--- src/rtl/datapath_pkg.sv ---
// Shared constants for the register-bank datapath: bus source codes,
// strobe bit positions and default widths.
package datapath_pkg;

    localparam int DW_DEFAULT = 16;
    localparam int AW_DEFAULT = 16;

    // Bus source select codes carried on read_en.
    typedef enum logic [3:0] {
        SRC_HOLD = 4'd0,
        SRC_PC   = 4'd1,
        SRC_AR   = 4'd2,
        SRC_DR   = 4'd3,
        SRC_IR   = 4'd4,
        SRC_AC   = 4'd5,
        SRC_R    = 4'd6,
        SRC_R1   = 4'd7,
        SRC_R2   = 4'd8,
        SRC_R3   = 4'd9,
        SRC_R4   = 4'd10,
        SRC_R5   = 4'd11,
        SRC_DM   = 4'd12,
        SRC_IM   = 4'd13,
        SRC_AC_R = 4'd14,
        SRC_ZERO = 4'd15
    } src_e;

    // write_en bit positions.
    localparam int WB_PC     = 1;
    localparam int WB_AR     = 2;
    localparam int WB_IR     = 3;
    localparam int WB_AC     = 4;
    localparam int WB_R      = 5;
    localparam int WB_R4     = 6;
    localparam int WB_R3     = 7;
    localparam int WB_R2     = 8;
    localparam int WB_R1     = 9;
    localparam int WB_DM     = 11;
    localparam int WB_ALU_AC = 12;
    localparam int WB_AC_R   = 13;

    // inc_en / clr_en bit positions.
    localparam int IB_PC = 1;
    localparam int IB_AC = 4;
    localparam int CB_PC = 1;
    localparam int CB_AR = 2;
    localparam int CB_AC = 4;

endpackage

--- src/rtl/datapath_regs_reg16_cwi.sv ---
// Register with clear, write and increment controls.
// Fixed priority: reset > clear > write > increment; increment wraps modulo 2^W.
module reg16_cwi
    import datapath_pkg::*;
#(
    parameter int W = DW_DEFAULT
) (
    input  logic         clk,
    input  logic         rst,
    input  logic         clr_i,
    input  logic         we_i,
    input  logic         inc_i,
    input  logic [W-1:0] d_i,
    output logic [W-1:0] q_o
);

    logic [W-1:0] q_q;

    // Prioritised clear / load / increment of the stored value.
    always_ff @(posedge clk) begin
        // NOTE: sequential state uses non-blocking assignments so every register samples pre-edge values.
        if (rst) begin
            q_q <= '0;
        end else if (clr_i) begin
            q_q <= '0;
        end else if (we_i) begin
            q_q <= d_i;
        end else if (inc_i) begin
            q_q <= q_q + W'(1);
        end
    end

    assign q_o = q_q;

endmodule

--- src/rtl/datapath_regs.sv ---
// Register bank and registered shared bus sitting under the control unit.
// A read edge loads bus_q from the selected source; a following write edge
// moves the old bus_q value into the strobed destinations.
module datapath_regs
    import datapath_pkg::*;
#(
    parameter int DW = DW_DEFAULT,
    parameter int AW = AW_DEFAULT
) (
    input  logic          clk,
    input  logic          rst,
    input  logic [3:0]    read_en,
    input  logic [15:0]   write_en,
    input  logic [15:0]   inc_en,
    input  logic [15:0]   clr_en,
    input  logic [2:0]    alu_op,
    input  logic [DW-1:0] alu_result,
    input  logic [DW-1:0] im_data,
    input  logic [DW-1:0] dm_rdata,
    output logic [AW-1:0] im_addr,
    output logic [AW-1:0] dm_addr,
    output logic [DW-1:0] dm_wdata,
    output logic          dm_we,
    output logic [DW-1:0] ac_o,
    output logic [DW-1:0] r_o,
    output logic [2:0]    alu_op_o,
    output logic [5:0]    instruction,
    output logic [15:0]   z
);

    logic [DW-1:0] bus_q, bus_d;
    logic [DW-1:0] pc_q, ar_q, ac_q;
    logic [DW-1:0] dr_q, ir_q, r_q, r1_q, r2_q, r3_q, r4_q;
    logic          ac_we;
    logic [DW-1:0] ac_d;

    // Bus source select; code 0 holds, R5 and code 15 read as zero.
    always_comb begin
        // NOTE: default assignment first so no path through the case leaves bus_d unassigned (no latch).
        bus_d = bus_q;
        case (src_e'(read_en))
            SRC_HOLD: bus_d = bus_q;
            SRC_PC:   bus_d = pc_q;
            SRC_AR:   bus_d = ar_q;
            SRC_DR:   bus_d = dr_q;
            SRC_IR:   bus_d = ir_q;
            SRC_AC:   bus_d = ac_q;
            SRC_R:    bus_d = r_q;
            SRC_R1:   bus_d = r1_q;
            SRC_R2:   bus_d = r2_q;
            SRC_R3:   bus_d = r3_q;
            SRC_R4:   bus_d = r4_q;
            SRC_R5:   bus_d = '0;
            SRC_DM:   bus_d = dm_rdata;
            SRC_IM:   bus_d = im_data;
            SRC_AC_R: bus_d = ac_q;
            SRC_ZERO: bus_d = '0;
            default:  bus_d = bus_q;
        endcase
    end

    // ALU result has priority over the bus when both AC loads are strobed.
    assign ac_we = write_en[WB_AC] | write_en[WB_ALU_AC];
    assign ac_d  = write_en[WB_ALU_AC] ? alu_result : bus_q;

    reg16_cwi #(.W(DW)) u_pc (
        .clk   (clk),
        .rst   (rst),
        .clr_i (clr_en[CB_PC]),
        .we_i  (write_en[WB_PC]),
        .inc_i (inc_en[IB_PC]),
        .d_i   (bus_q),
        .q_o   (pc_q)
    );

    reg16_cwi #(.W(DW)) u_ar (
        .clk   (clk),
        .rst   (rst),
        .clr_i (clr_en[CB_AR]),
        .we_i  (write_en[WB_AR]),
        .inc_i (1'b0),
        .d_i   (bus_q),
        .q_o   (ar_q)
    );

    reg16_cwi #(.W(DW)) u_ac (
        .clk   (clk),
        .rst   (rst),
        .clr_i (clr_en[CB_AC]),
        .we_i  (ac_we),
        .inc_i (inc_en[IB_AC]),
        .d_i   (ac_d),
        .q_o   (ac_q)
    );

    // Bus register, DR mirror and plain load registers; destinations take the pre-edge bus.
    always_ff @(posedge clk) begin
        if (rst) begin
            bus_q <= '0;
            dr_q  <= '0;
            ir_q  <= '0;
            r_q   <= '0;
            r1_q  <= '0;
            r2_q  <= '0;
            r3_q  <= '0;
            r4_q  <= '0;
        end else begin
            if (read_en != 4'd0)            bus_q <= bus_d;
            if (src_e'(read_en) == SRC_DM)  dr_q  <= dm_rdata;
            if (write_en[WB_IR])            ir_q  <= bus_q;
            // The direct AC->R path wins if both R loads are strobed together.
            if (write_en[WB_AC_R])          r_q   <= ac_q;
            else if (write_en[WB_R])        r_q   <= bus_q;
            if (write_en[WB_R1])            r1_q  <= bus_q;
            if (write_en[WB_R2])            r2_q  <= bus_q;
            if (write_en[WB_R3])            r3_q  <= bus_q;
            if (write_en[WB_R4])            r4_q  <= bus_q;
        end
    end

    // Strobe bits with no destination in this block.
    logic unused_strobes;
    assign unused_strobes = ^{write_en[0], write_en[10], write_en[15:14],
                              inc_en[15:5], inc_en[3:2], inc_en[0],
                              clr_en[15:5], clr_en[3], clr_en[0]};

    assign im_addr     = pc_q[AW-1:0];
    assign dm_addr     = ar_q[AW-1:0];
    assign dm_wdata    = bus_q;
    assign dm_we       = write_en[WB_DM];
    assign ac_o        = ac_q;
    assign r_o         = r_q;
    assign alu_op_o    = alu_op;
    assign instruction = ir_q[5:0];
    assign z           = {15'b0, (ac_q == '0)};

endmodule

--- config.mk ---
export PLATFORM = sky130hd
export DESIGN_NAME = datapath_regs
export DESIGN_NICKNAME = d
export VERILOG_FILES = /design/src/rtl/datapath_pkg.sv /design/src/rtl/datapath_regs_reg16_cwi.sv /design/src/rtl/datapath_regs.sv
export SDC_FILE = /design/constraint.sdc
export NUM_CORES = 1
export LEC_CHECK = 0
export CORE_MARGIN = 2
export CORE_UTILIZATION = 55
export CTS_CLUSTER_SIZE = 10
export DETAILED_ROUTE_END_ITERATION = 6
export PLACE_DENSITY = 0.85
export SLEW_MARGIN = 20
export SYNTH_ARGS = -nofsm -noshare
export SYNTH_HDL_FRONTEND = slang
export SYNTH_SLANG_ARGS = --single-unit
--- constraint.sdc ---
create_clock -name clk -period 3.18 [get_ports clk]
set_clock_uncertainty 0.05 [all_clocks]
set_input_delay 0.636 -clock clk [delete_from_list [all_inputs] [get_ports clk]]
set_output_delay 0.636 -clock clk [all_outputs]
set_load 0.1 [all_outputs]
==> run summary <==
The floorplan step set the die width to 134 um. The global-route total usage across every layer was 33.3%; the power density over the cells was 502 nW/um2. For the final HPWL from detailed placement, the log shows 20800 um. In the final timing run, aggregate negative setup slack is 0 ns. The tool flagged a number of max-cap violations equal to 0. The worst-case IR drop observed on VDD is 0.000406 V.

In the synthesized netlist the async set-or-reset flop fraction comes to 0%. Of the available clock period, the critical path in the final layout requires 83.6%. CTS built an H-tree with a depth of 4. Clock group share of total power: 37.3%. Subtracting the final worst setup slack from the clock period gives 2.66 ns. The sequential power share is 42.7%, and the number of core rows is 47. Along the worst path, the maximum fanout reaches 9.

Headroom to the max-slew limit came out at 31.2%. In this run the cell area of the synthesized design comes to 9270 um2. The later pin in the worst-skew pair is clocked with a latency of 0.44 ns. At the pin with the least slew margin, the transition time is 1.03 ns. From synthesis to final layout, the design area changed by 19.8%.

For the final global-route overflow total, the log shows 0. In this run the tool buffered the top-level ports with 156 buffer cells. Sink count of the clock tree: 176. The maximum number of pins on one net before global-route repair was 57.

Hold repair after CTS inserted 0 buffers. In this run, synthesis produced a sequential element count of 176. Once detail routing completed, the nets flagged for antenna violations numbered 0.

The library cells used most frequently in the layout, excluding fill and tap cells, are sky130_fd_sc_hd__dfxtp_1, sky130_fd_sc_hd__nor2_1, sky130_fd_sc_hd__mux2i_1. The detailed-route wire length was 30200 um; the number of global-route vias before repair was 8344. The clock-pin slew of the registers on the worst-case setup and hold paths was 0.06 ns; the buffers inserted during post-CTS setup optimization was 0.

The number of CTS-inserted buffers was 17; the area of the core was 16500 um2. The first global-routing pass estimated 46000 um of wire. The analysis attributes to net switching a power of 1.76 mW. Summing the sequential cell areas from Yosys gives 38.0% of the chip area.

For this run, design rule violations remaining after detail routing come to 0. The maximum root-to-sink buffer count was 2. The netlist uses 69 different library cells.

211 I/O pins were placed. The worst setup path is captured at an output pin. The endpoint required time on the critical path is 2.49 ns, and the number of fill cells is 1310. After the last flow step, the layout net total stands at 1303. The tools report the cell-internal power as 3.81 mW. The most used flip-flop cell after synthesis is sky130_fd_sc_hd__dfxtp_1. The Yosys step of the flow raised 0 warnings. TritonCTS built the clock tree. Yosys mapped a number of flops with a built-in enable equal to 0. For the diode insertion count for antenna repair, the log shows 0. For the full die area, the log shows 17900 um2. The flow ran to the end, and the final reports show no timing, DRC or antenna violations. Of the total power, the share spent switching nets is 31.6%.

For the number of pins exceeding their max-slew limit in the final report, the log shows 0. For the final estimated routing congestion in global placement, the log shows 1.00. Of the total power, combinational logic draws 20.0%. The number of instances in the synthesized netlist came out at 1099. The final core utilization is 67.2%.

Leaving out fill and tap cells, the most frequent cell in the layout is sky130_fd_sc_hd__dfxtp_1. STA classifies the critical path startpoint as a flip-flop. The logs give 8981 for the total number of vias and 56.1% for the starting density of the core. The run gives 1026 as the number of DRC violations after detailed-routing iteration 0.

The root buffer cell chosen for the clock tree is sky130_fd_sc_hd__clkbuf_16. Cells with a size suffix above 1 make up 16.0% of the layout. Setup repair after global routing left no endpoint under its margin. Timing would allow up to 376 MHz. The tools report the number of search-and-repair iterations in the first detailed-routing pass as 6. The number of resized instances in the post-cts repair step came out at 0.

The mean instance size in the synthesized netlist works out to 8.44 um2. At the worst endpoint, the arrival time is 1.97 ns. The number of antenna violations at the first check in global routing was 0; the per-cell routed wire length was 21.1 um. The setup path with the least slack is of type flip-flop to output pin.

The static leakage is 4.57 nW, and the total of endpoints with negative setup slack in the final report is 0. After detailed routing, the number of vias per cell comes to 6.29. The min-delay analysis places its worst path in the category flip-flop to flip-flop. From bottom edge to top edge, the die measures 134 um.

For the count of final hold-check violations, the log shows 0.
[path summary, 6_finish.rpt]
| check | startpoint | endpoint | slack, ns | cells past startpoint |
|---|---|---|---|---|
| setup / recovery | u_ac.q_o[0]$_SDFFE_PP0P_ | z[0] | 0.52 | 5 |
| hold / removal | dr_q[7]$_SDFFE_PP0N_ | dr_q[7]$_SDFFE_PP0N_ | 0.40 | 2 |
| setup reg to reg | u_ac.q_o[6]$_SDFFE_PP0P_ | u_ac.q_o[15]$_SDFFE_PP0P_ | 1.16 | 5 |
| hold reg to reg | dr_q[7]$_SDFFE_PP0N_ | dr_q[7]$_SDFFE_PP0N_ | 0.40 | 2 |
[registers in the layout (all words and copies together), names as in the netlist]
| register | flops |
|---|---|
| ir_q | 16 |
| r4_q | 16 |
| r3_q | 16 |
| u_pc.q_o | 16 |
| r1_q | 16 |
| r2_q | 16 |
| u_ac.q_o | 16 |
| dm_wdata | 16 |
| r_o | 16 |
| u_ar.q_o | 16 |
| dr_q | 16 |
[power by group through the flow]
stage	logic, mW	registers [mW]	clock network (mW)
floorplan	0.605	2.63	0
global placement	1.08	2.42	0
detailed placement	1.09	2.43	0
CTS	1.10	2.38	2.07
global route	1.16	2.39	2.17
finish	1.11	2.38	2.08
[worst max-delay path, stage by stage, from the launching register on]
cell	delay (ns)
sky130_fd_sc_hd__dfxtp_1	0.43
sky130_fd_sc_hd__inv_1	0.15
sky130_fd_sc_hd__ha_1	0.17
sky130_fd_sc_hd__nor4b_1	0.21
sky130_fd_sc_hd__and4_1	0.27
sky130_fd_sc_hd__buf_4	0.30
[logic make-up after synthesis]
logic type,after synthesis,synth area share [%]
compound gates,247,17.4
xor+xnor,23,2.17
fa+ha+maj,3,0.405
buf+inv,142,8.12
flops,176,38.0
mux,145,15.8
other cells,1,0.0404
simple gates,362,18.0
[cell type report]
type                            count  area, um2  share of cell area [%]
Multi-Input combinational cell    795       5050                    45.5
Sequential cell                   176       3520                    31.7
Timing Repair Buffer              190       1630                    14.6
Clock buffer                       22        464                    4.18
Tap cell                          220        275                    2.48
Clock inverter                     10        111                    1.00
Inverter                           15       56.3                   0.507
[layer usage]
layer	track usage (%)	vias to the layer above	share of wire (%)
met2	52.5	610	45
met3	8.58	140	11
met1	42.2	4206	38
met4	17.6	0	5.6
li1	-	4025	-
met5	0	-	0
[per-stage QoR]
stage	hold slack, ns	total power, mW	setup WS, ns	cells	area, um2
6_report	0.404	5.57	0.521	1428	11100
3_3_place_gp	0.391	3.50	0.257	1396	10500
3_5_place_dp	0.396	3.52	0.212	1396	10500
4_1_cts	0.405	5.54	0.545	1428	11100
2_1_floorplan	0.384	3.23	0.322	1113	9320
5_1_grt	0.430	5.71	0.426	1428	11100
[Yosys cell counts, drive strengths merged (4+ instances only)]
library cell	n	area (um2)
a21oi	88	440
a32oi	4	35.0
xnor2	8	70.1
o21ai	24	120
nand4	13	87.6
xor2	15	131
and3	4	25.0
a211oi	30	245
inv	15	56.3
nand2	82	308
nor2	175	672
nand3	21	110
nand3b	4	30.0
o211ai	6	45.0
and4	6	55.1
a31oi	5	31.3
mux2i	133	1330
nor4	5	31.3
o21a	7	52.6
clkbuf	55	209
buf	72	488
a21o	7	52.6
nand2b	17	106
a22oi	27	203
dfxtp	176	3520
o22ai	23	156
nor3	15	91.3
mux2	12	135
nor2b	5	31.3
No activity file was read; power rests on OpenSTA's default activity.
